--- src/rtl/exp_float_to_fixed_if.sv ---
// exp_float_to_fixed_if: valid/ready request and result bundle for the float-to-fixed converter.
interface exp_float_to_fixed_if;
   logic [31:0] in_float32;
   logic in_valid;
   logic in_ready;
   logic [7:0] out_fixed_int;
   logic [22:0] out_fixed_frac;
   logic out_ovf;
   logic out_unf;
   logic out_valid;
   logic out_ready;
   modport master (
      output in_float32, in_valid, out_ready,
      input in_ready, out_fixed_int, out_fixed_frac, out_ovf, out_unf, out_valid
   );
   modport slave (
      input in_float32, in_valid, out_ready,
      output in_ready, out_fixed_int, out_fixed_frac, out_ovf, out_unf, out_valid
   );
endinterface

--- src/rtl/exp_float_to_fixed.sv ---
// exp_float_to_fixed: splits a float32 into floor(x) (signed 8b) and a 23b fraction, one shift per cycle.
module exp_float_to_fixed (
   input logic clk,
   input logic rst,
   exp_float_to_fixed_if.slave bus
);
   localparam logic [1:0] IDLE = 2'd0, SHIFT = 2'd1, FIX = 2'd2, DONE = 2'd3;
   logic [1:0] state;
   logic sgn, left, f_ovf, f_unf;
   logic [4:0] cnt, ld_cnt;
   logic [30:0] mag, q;
   logic [7:0] e;
   logic [22:0] m;
   logic s, nan, big, r_ovf, r_unf;
   logic signed [7:0] qi;
   assign bus.in_ready = (state == IDLE) && !rst;
   always_comb begin
      s = bus.in_float32[31];
      e = bus.in_float32[30:23];
      m = bus.in_float32[22:0];
      nan = (e == 8'hFF) && (m != 23'd0);
      big = e >= 8'd134;
      ld_cnt = (e >= 8'd128 && e <= 8'd133) ? 5'(e - 8'd127) :
               (e >= 8'd104 && e <= 8'd126) ? 5'(8'd127 - e) : 5'd0;
      // 31-bit negation keeps the low bits of the 32-bit two's complement value
      q = sgn ? -mag : mag;
      qi = q[30:23];
      r_ovf = f_ovf || (!f_unf && qi > 8'sd88);
      r_unf = f_unf || (!f_ovf && qi < -8'sd103);
   end
   always_ff @(posedge clk) begin
      if (rst) begin
         state <= IDLE;
         sgn <= 1'b0;
         left <= 1'b0;
         f_ovf <= 1'b0;
         f_unf <= 1'b0;
         cnt <= 5'd0;
         mag <= 31'd0;
         bus.out_fixed_int <= 8'd0;
         bus.out_fixed_frac <= 23'd0;
         bus.out_ovf <= 1'b0;
         bus.out_unf <= 1'b0;
         bus.out_valid <= 1'b0;
      end else begin
         case (state)
            IDLE: if (bus.in_valid) begin
               sgn <= s;
               left <= e > 8'd127;
               mag <= (e <= 8'd103) ? 31'd0 : {7'd0, 1'b1, m};
               cnt <= ld_cnt;
               f_ovf <= nan || (big && !s);
               f_unf <= !nan && big && s;
               state <= (ld_cnt == 5'd0) ? FIX : SHIFT;
            end
            SHIFT: begin
               mag <= left ? mag << 1 : mag >> 1;
               cnt <= cnt - 5'd1;
               state <= (cnt == 5'd1) ? FIX : SHIFT;
            end
            FIX: begin
               bus.out_fixed_int <= r_ovf ? 8'h7F : r_unf ? 8'h80 : qi;
               bus.out_fixed_frac <= (r_ovf || r_unf) ? 23'd0 : q[22:0];
               bus.out_ovf <= r_ovf;
               bus.out_unf <= r_unf;
               bus.out_valid <= 1'b1;
               state <= DONE;
            end
            default: if (bus.out_ready) begin
               bus.out_valid <= 1'b0;
               state <= IDLE;
            end
         endcase
      end
   end
endmodule

--- src/flat_wrapper.sv ---
// flat-port wrapper written by rule: the top's interface ports become plain ports
module exp_float_to_fixed_flat 
  (clk, rst, bus_in_float32, bus_in_valid, bus_out_ready, bus_in_ready, bus_out_fixed_int, bus_out_fixed_frac, bus_out_ovf, bus_out_unf, bus_out_valid);
  exp_float_to_fixed_if bus_i ();
  input logic clk;
  input logic rst;
  input wire logic [$bits(bus_i.in_float32)-1:0] bus_in_float32;
  input wire logic [$bits(bus_i.in_valid)-1:0] bus_in_valid;
  input wire logic [$bits(bus_i.out_ready)-1:0] bus_out_ready;
  output wire logic [$bits(bus_i.in_ready)-1:0] bus_in_ready;
  output wire logic [$bits(bus_i.out_fixed_int)-1:0] bus_out_fixed_int;
  output wire logic [$bits(bus_i.out_fixed_frac)-1:0] bus_out_fixed_frac;
  output wire logic [$bits(bus_i.out_ovf)-1:0] bus_out_ovf;
  output wire logic [$bits(bus_i.out_unf)-1:0] bus_out_unf;
  output wire logic [$bits(bus_i.out_valid)-1:0] bus_out_valid;
  assign bus_i.in_float32 = bus_in_float32;
  assign bus_i.in_valid = bus_in_valid;
  assign bus_i.out_ready = bus_out_ready;
  assign bus_in_ready = bus_i.in_ready;
  assign bus_out_fixed_int = bus_i.out_fixed_int;
  assign bus_out_fixed_frac = bus_i.out_fixed_frac;
  assign bus_out_ovf = bus_i.out_ovf;
  assign bus_out_unf = bus_i.out_unf;
  assign bus_out_valid = bus_i.out_valid;
  exp_float_to_fixed u_core (.clk(clk), .rst(rst), .bus(bus_i));
endmodule
--- config.mk ---
export PLATFORM = sky130hd
export DESIGN_NAME = exp_float_to_fixed_flat
export DESIGN_NICKNAME = d
export VERILOG_FILES = /design/src/rtl/exp_float_to_fixed_if.sv /design/src/rtl/exp_float_to_fixed.sv /design/src/flat_wrapper.sv
export SDC_FILE = /design/constraint.sdc
export NUM_CORES = 1
export LEC_CHECK = 0
export BUFFER_PORTS_ARGS = -buffer_cell sky130_fd_sc_hd__buf_2
export CAP_MARGIN = 20
export CORE_MARGIN = 2
export CORE_UTILIZATION = 40
export CTS_BUF_LIST = sky130_fd_sc_hd__clkbuf_8 sky130_fd_sc_hd__clkbuf_16
export DETAILED_ROUTE_END_ITERATION = 7
export SLEW_MARGIN = 5
export SYNTH_ARGS = -nofsm -noshare
export SYNTH_HDL_FRONTEND = slang
export SYNTH_SLANG_ARGS = --single-unit
--- constraint.sdc ---
create_clock -name clk -period 3.15 [get_ports clk]
set_clock_uncertainty 0.05 [all_clocks]
set_input_delay 0.1575 -clock clk [delete_from_list [all_inputs] [get_ports clk]]
set_output_delay 0.1575 -clock clk [all_outputs]
set_load 0.03 [all_outputs]
Word level (Yosys, flattened, before mapping)
Index checks and enable logic that the tools add are counted.

Bits of input ports: 36. Memories: 0. Bits in latches: 0. Word-level logic and storage cells: 79. Output and inout port bits: 35. Bits in writable memories: 0. Register bits: 76. Bits in read-only memories: 0.

Order comparisons: 9. Reduce and logical (&&, ||, !) cells: 29. Shift operators: 0. Multipliers: 0. $add $sub $neg: 4. Bitwise logic cells: 1. Equal/unequal tests: 5. Multiplexer cells: 19. Divide/modulo/power cells: 0.

Operator list (count): 31-bit two-way mux (3); 31-bit one-hot mux with 2 select lines (1); 31-bit negator (1); 24-bit two-way mux (1); 23-bit two-way mux (1); 23-bit nonzero test (1); 8-bit >= comparator, second input constant (2); 8-bit by 7-bit less-or-equal comparator with 1-bit output, second input constant (2); 8-bit two-way mux (2); 5-bit two-way mux (3); 5-bit one-hot mux with 2 select lines (1); 1-bit logical AND (9); 8-bit equality test, second input constant (1); 8-bit by 7-bit >= comparator with 1-bit output, second input constant (1); 8-bit by 7-bit > comparator with 1-bit output, second input constant (1); 8-bit > comparator, second input constant (1); 8-bit less-or-equal comparator, second input constant (1); 8-bit less-than comparator, second input constant (1); 2-bit two-way mux (4); 2-bit AND reduction (4); 2-bit one-hot mux with 3 select lines (1); 5-bit by 1-bit equality test with 1-bit output, second input constant (1); 1-bit logical NOT (5); 5-bit logical NOT (1); 14 further kinds (18).

Logic depth before layout (Yosys ltp)
Depth in word-level cells: 8. Depth in mapped cells: 11.

Least setup slack after synthesis
OpenSTA, ideal clock, no wires.

Path type: reg2reg. Start: register u_core.mag[22]. End: register u_core.bus.out_fixed_frac[11]. Stages on the path, launching flop included: 11. Data arrival time: 2.732 ns. Slack: 0.250 ns. Setup time: 0.117 ns. Path buffers: 2. Path through: dfxtp_1 buf_6 or4_4 or3_1 or2_4 o41ai_2 xnor2_1 nand4_2 a21boi_4 buf_6 a32o_1.

Longest elaborated chain between the ends: 7.

RTL lines: start: declaration (line exp_float_to_fixed.sv:11) `logic [30:0] mag, q;`; start signal: assignment (line exp_float_to_fixed.sv:50) `mag <= (e <= 8'd103) ? 31'd0 : {7'd0, 1'b1, m};`; start signal: assignment (line exp_float_to_fixed.sv:57) `mag <= left ? mag << 1 : mag >> 1;`; 31-bit negator * (line exp_float_to_fixed.sv:26) `q = sgn ? -mag : mag;`; 31-bit two-way mux * (line exp_float_to_fixed.sv:26); 8-bit > comparator or 8-bit less-than comparator (tied branches) (line exp_float_to_fixed.sv:28, exp_float_to_fixed.sv:29); 1-bit logical AND (on tied branches) (line exp_float_to_fixed.sv:28, exp_float_to_fixed.sv:29); 1-bit logical OR (on tied branches) (line exp_float_to_fixed.sv:28, exp_float_to_fixed.sv:29); 1-bit logical OR * (line exp_float_to_fixed.sv:63) `bus.out_fixed_frac <= (r_ovf || r_unf) ? 23'd0 : q[22:0];`; 23-bit two-way mux * (line exp_float_to_fixed.sv:63); end signal: assignment (line exp_float_to_fixed.sv:63); end: declaration (line exp_float_to_fixed_if.sv:18) `output in_ready, out_fixed_int, out_fixed_frac, out_ovf, out_unf, out_valid`.

Every way passes the cells marked *; elsewhere a longest branch is shown, timed or not. A chain may end at the register's enable or synchronous reset.

Worst setup path after layout
Start: register u_core.mag[24]. End: register u_core.bus.out_fixed_frac[21].

Longest elaborated chain between the ends: 7.

RTL lines (line): 31-bit negator (exp_float_to_fixed.sv:26); 31-bit two-way mux * (exp_float_to_fixed.sv:26); 8-bit > comparator or 8-bit less-than comparator (tied branches) (exp_float_to_fixed.sv:28, exp_float_to_fixed.sv:29); 1-bit logical AND (on tied branches) (exp_float_to_fixed.sv:28, exp_float_to_fixed.sv:29); 1-bit logical OR (on tied branches) (exp_float_to_fixed.sv:28, exp_float_to_fixed.sv:29); 1-bit logical OR * (exp_float_to_fixed.sv:63); 23-bit two-way mux * (exp_float_to_fixed.sv:63).

Marked as above.

==> flow_summary.ini <==
[status]
status = completed

[cells_and_area]
fin_util = 0.500
drive_above_1_share = 0.270
antenna_cells = 0
layout.cells.non_filler = 722
n_fill_cell = 1029
fin_nets = 624
syn_to_final_growth_pct = 21.0

[placement]
place_inst = 701
io_buffer_count = 70
gp_congestion = 0.834
post-dp-hpwl_um = 8380

[setup_path]
critPathCaptureType = flop
cpPeakStageDelay_ps = 530
path_cells = or4_4 > or3_1 > or2_4 > o41ai_4 > xnor2_2 > nand4_2 > a21boi_4 > buf_12 > a32o_1
cp_max_fo = 11
crit_arrival_ps = 3230
required_ps = 3340
cp-start-kind = flop
path_delay_family = simple AND/OR/NAND/NOR gates
crit_type = reg -> reg
cp.buffers_inverters = 1
slowest_stage = or4_4

[global_routing]
antenna_found_initial = 0
grt_pass1_wl_um = 18900
grt_start_max_net_pins = 55
grt_pass1_vias = 3861
grtUsageTotal = 0.205
grt-ovfl-total = 0

[flow_run]
cap_violations = 0

[clock_network]
clkSlewWorstSetupHoldPaths_ps = 70
root_buffer = clkbuf_8
clockBufferDepth = 2
cts.sinks = 76
h-tree-depth = 3
clkLatencyLatePin_ps = 350
cts_tree = built
cts_buffers = 9
hold_buffers = 0

[logic_synthesis]
netlist_area_um2 = 4270
ys_async_sr_fraction = 0
synth_edf_count = 0
synth_cells = 509
synth.distinct_cells = 53
synth-seq-cells = 76
synth_nets = 552
ys.flop_type = dfxtp_1
syn_avg_cell_area_um2 = 8.38
yosysSeqAreaShare = 0.357
synth_warnings = 0

[timing]
post-route-period-util = 0.967
slew_violations = 0
slew_headroom = 0.538
fin_hold_ws_ps = 63.5
tns_ps = 0
max_freq_mhz = 328
setup_viol = 0
final.min_clock_period_ps = 3050
finalHoldViolations = 0
tightest_slew_ps = 694

[detailed_routing]
drc = 0
vias = 4117
drt_first_pass_iters = 5
top_layer_used = met4
wire_per_inst_um = 16.4
drtAntennaViolNets = 0
wl_met2_um = 5430
wl_met3_um = 603
wl_um = 11800
drt-met1-wl_um = 5580
via_per_inst = 5.70
drt_iter0_drc = 259

[power_and_ir_drop]
leakage_nw = 2.10
finalPower_w = 0.00319
max-vdd-ir-drop_mv = 0.218
powerDensity_nw_per_um2 = 619

[die]
die_x_um = 107
coreArea_um2 = 10300
io_pins = 71
dieArea_um2 = 11500
start_util = 0.413
die_h_um = 107
core.rowCount = 37

[worst_hold_path]
hp-class = in -> reg
-- worst register-to-register path, cell delays in order (launching register included) --
cell	delay, ps
dfxtp_1	380
or4_4	530
or3_1	350
or2_4	270
o41ai_4	330
xnor2_2	210
nand4_2	230
a21boi_4	200
buf_12	150
a32o_1	240
-- layer usage --
metal	global-route usage	up-vias
li1	-	2021
met2	0.321	132
met4	0.0751	0
met1	0.287	1947
met5	0	-
met3	0.0266	17
-- report_power, final --
group          internal (W)  switching, W  total [W]  leakage, nW
Combinational      0.000453      0.000681    0.00113         1.35
Sequential          0.00108      0.000112    0.00119        0.622
Clock              0.000509      0.000358   0.000866        0.122
-- state kept, by name (all words and copies together), names as in the netlist --
name / count
u_core.cnt: 5
u_core.f_ovf: 1
u_core.state: 2
u_core.bus.out_unf: 1
u_core.bus.out_valid: 1
u_core.sgn: 1
u_core.bus.out_fixed_int: 8
u_core.mag: 31
u_core.f_unf: 1
u_core.bus.out_fixed_frac: 23
u_core.bus.out_ovf: 1
u_core.left: 1
-- worst paths after layout --
| kind | startpoint | endpoint | slack, ps | cells past startpoint |
|---|---|---|---|---|
| max | u_core.mag[24] | u_core.bus.out_fixed_frac[21] | 100 | 9 |
| min | bus_in_float32[31] | u_core.sgn | 60 | 3 |
| max reg2reg | u_core.mag[24] | u_core.bus.out_fixed_frac[21] | 100 | 9 |
| min reg2reg | u_core.bus.out_fixed_frac[22] | u_core.bus.out_fixed_frac[22] | 410 | 1 |
-- synthesized netlist by cell type, drive strengths merged (5+ instances only) --
cell type  number  share of area
nor4            8          0.012
ha              7          0.021
o31ai          12          0.024
o21ai          19          0.022
a21oi          17          0.020
nand2          35          0.031
dfxtp          76           0.36
a32o           14          0.033
nor2           81          0.071
xor2           16          0.033
o32ai           5          0.010
inv            11         0.0097
xnor2          13          0.027
mux2           22          0.058
nor3           34          0.040
nand4           7          0.013
buf             7          0.013
nand3           5         0.0059
clkbuf         33          0.029
a221oi         23          0.047
a22o           10          0.021
mux2i           7          0.016
-- cell usage in the layout (no fill, tap or decap), types with 14 or more instances in the layout --
cell type and n:
mux2_2 22, a32o_1 14, buf_2 70, xor2_1 15, nand2_1 35, o21ai_0 19
dfxtp_1 76, nor3_1 33, nor2_1 80, a21oi_1 17, buf_4 29, a221oi_1 23
-- repair_timing --
action | in CTS | in global routing
pin swaps | 0 | 4
endpoints found under the setup margin | 3 | 30
gates resized for setup | 0 | 10
cloned | 1 | 0
setup buffers | 0 | 4
-- kinds of logic (layout without fill, tap and decap cells) --
family                     count (synthesis)  after routing  share of synthesized area
and+or+nand+nor                          192            192                      0.209
AOI/OAI and AO/OA                        125            126                      0.229
DFF                                       76             76                      0.357
buffers and inverters                     51            127                     0.0513
xor gates and xnor gates                  29             29                     0.0595
muxes                                     29             29                     0.0745
adders and majority gates                  7              7                     0.0205
-- area by class of cell --
type / instances / area, um2 / area share
well taps: 136 / 170 / 0.0330
clock buffers: 12 / 165 / 0.0320
multi-input cells: 383 / 2610 / 0.505
flip-flops and latches: 76 / 1520 / 0.295
repair buffers: 100 / 588 / 0.114
clock inverters: 4 / 70.1 / 0.0136
inverters: 11 / 41.3 / 0.00800
-- per-stage QoR --
step | worst slack (ps) | area, um2
after global placement | 132 | 4800
after detailed placement | 41.2 | 4800
final | 105 | 5160
after global routing | -8.57 | 5160
after floorplan | 250 | 4270
after CTS | 56.3 | 5050
Note: power is estimated with default switching activity, not from simulation.
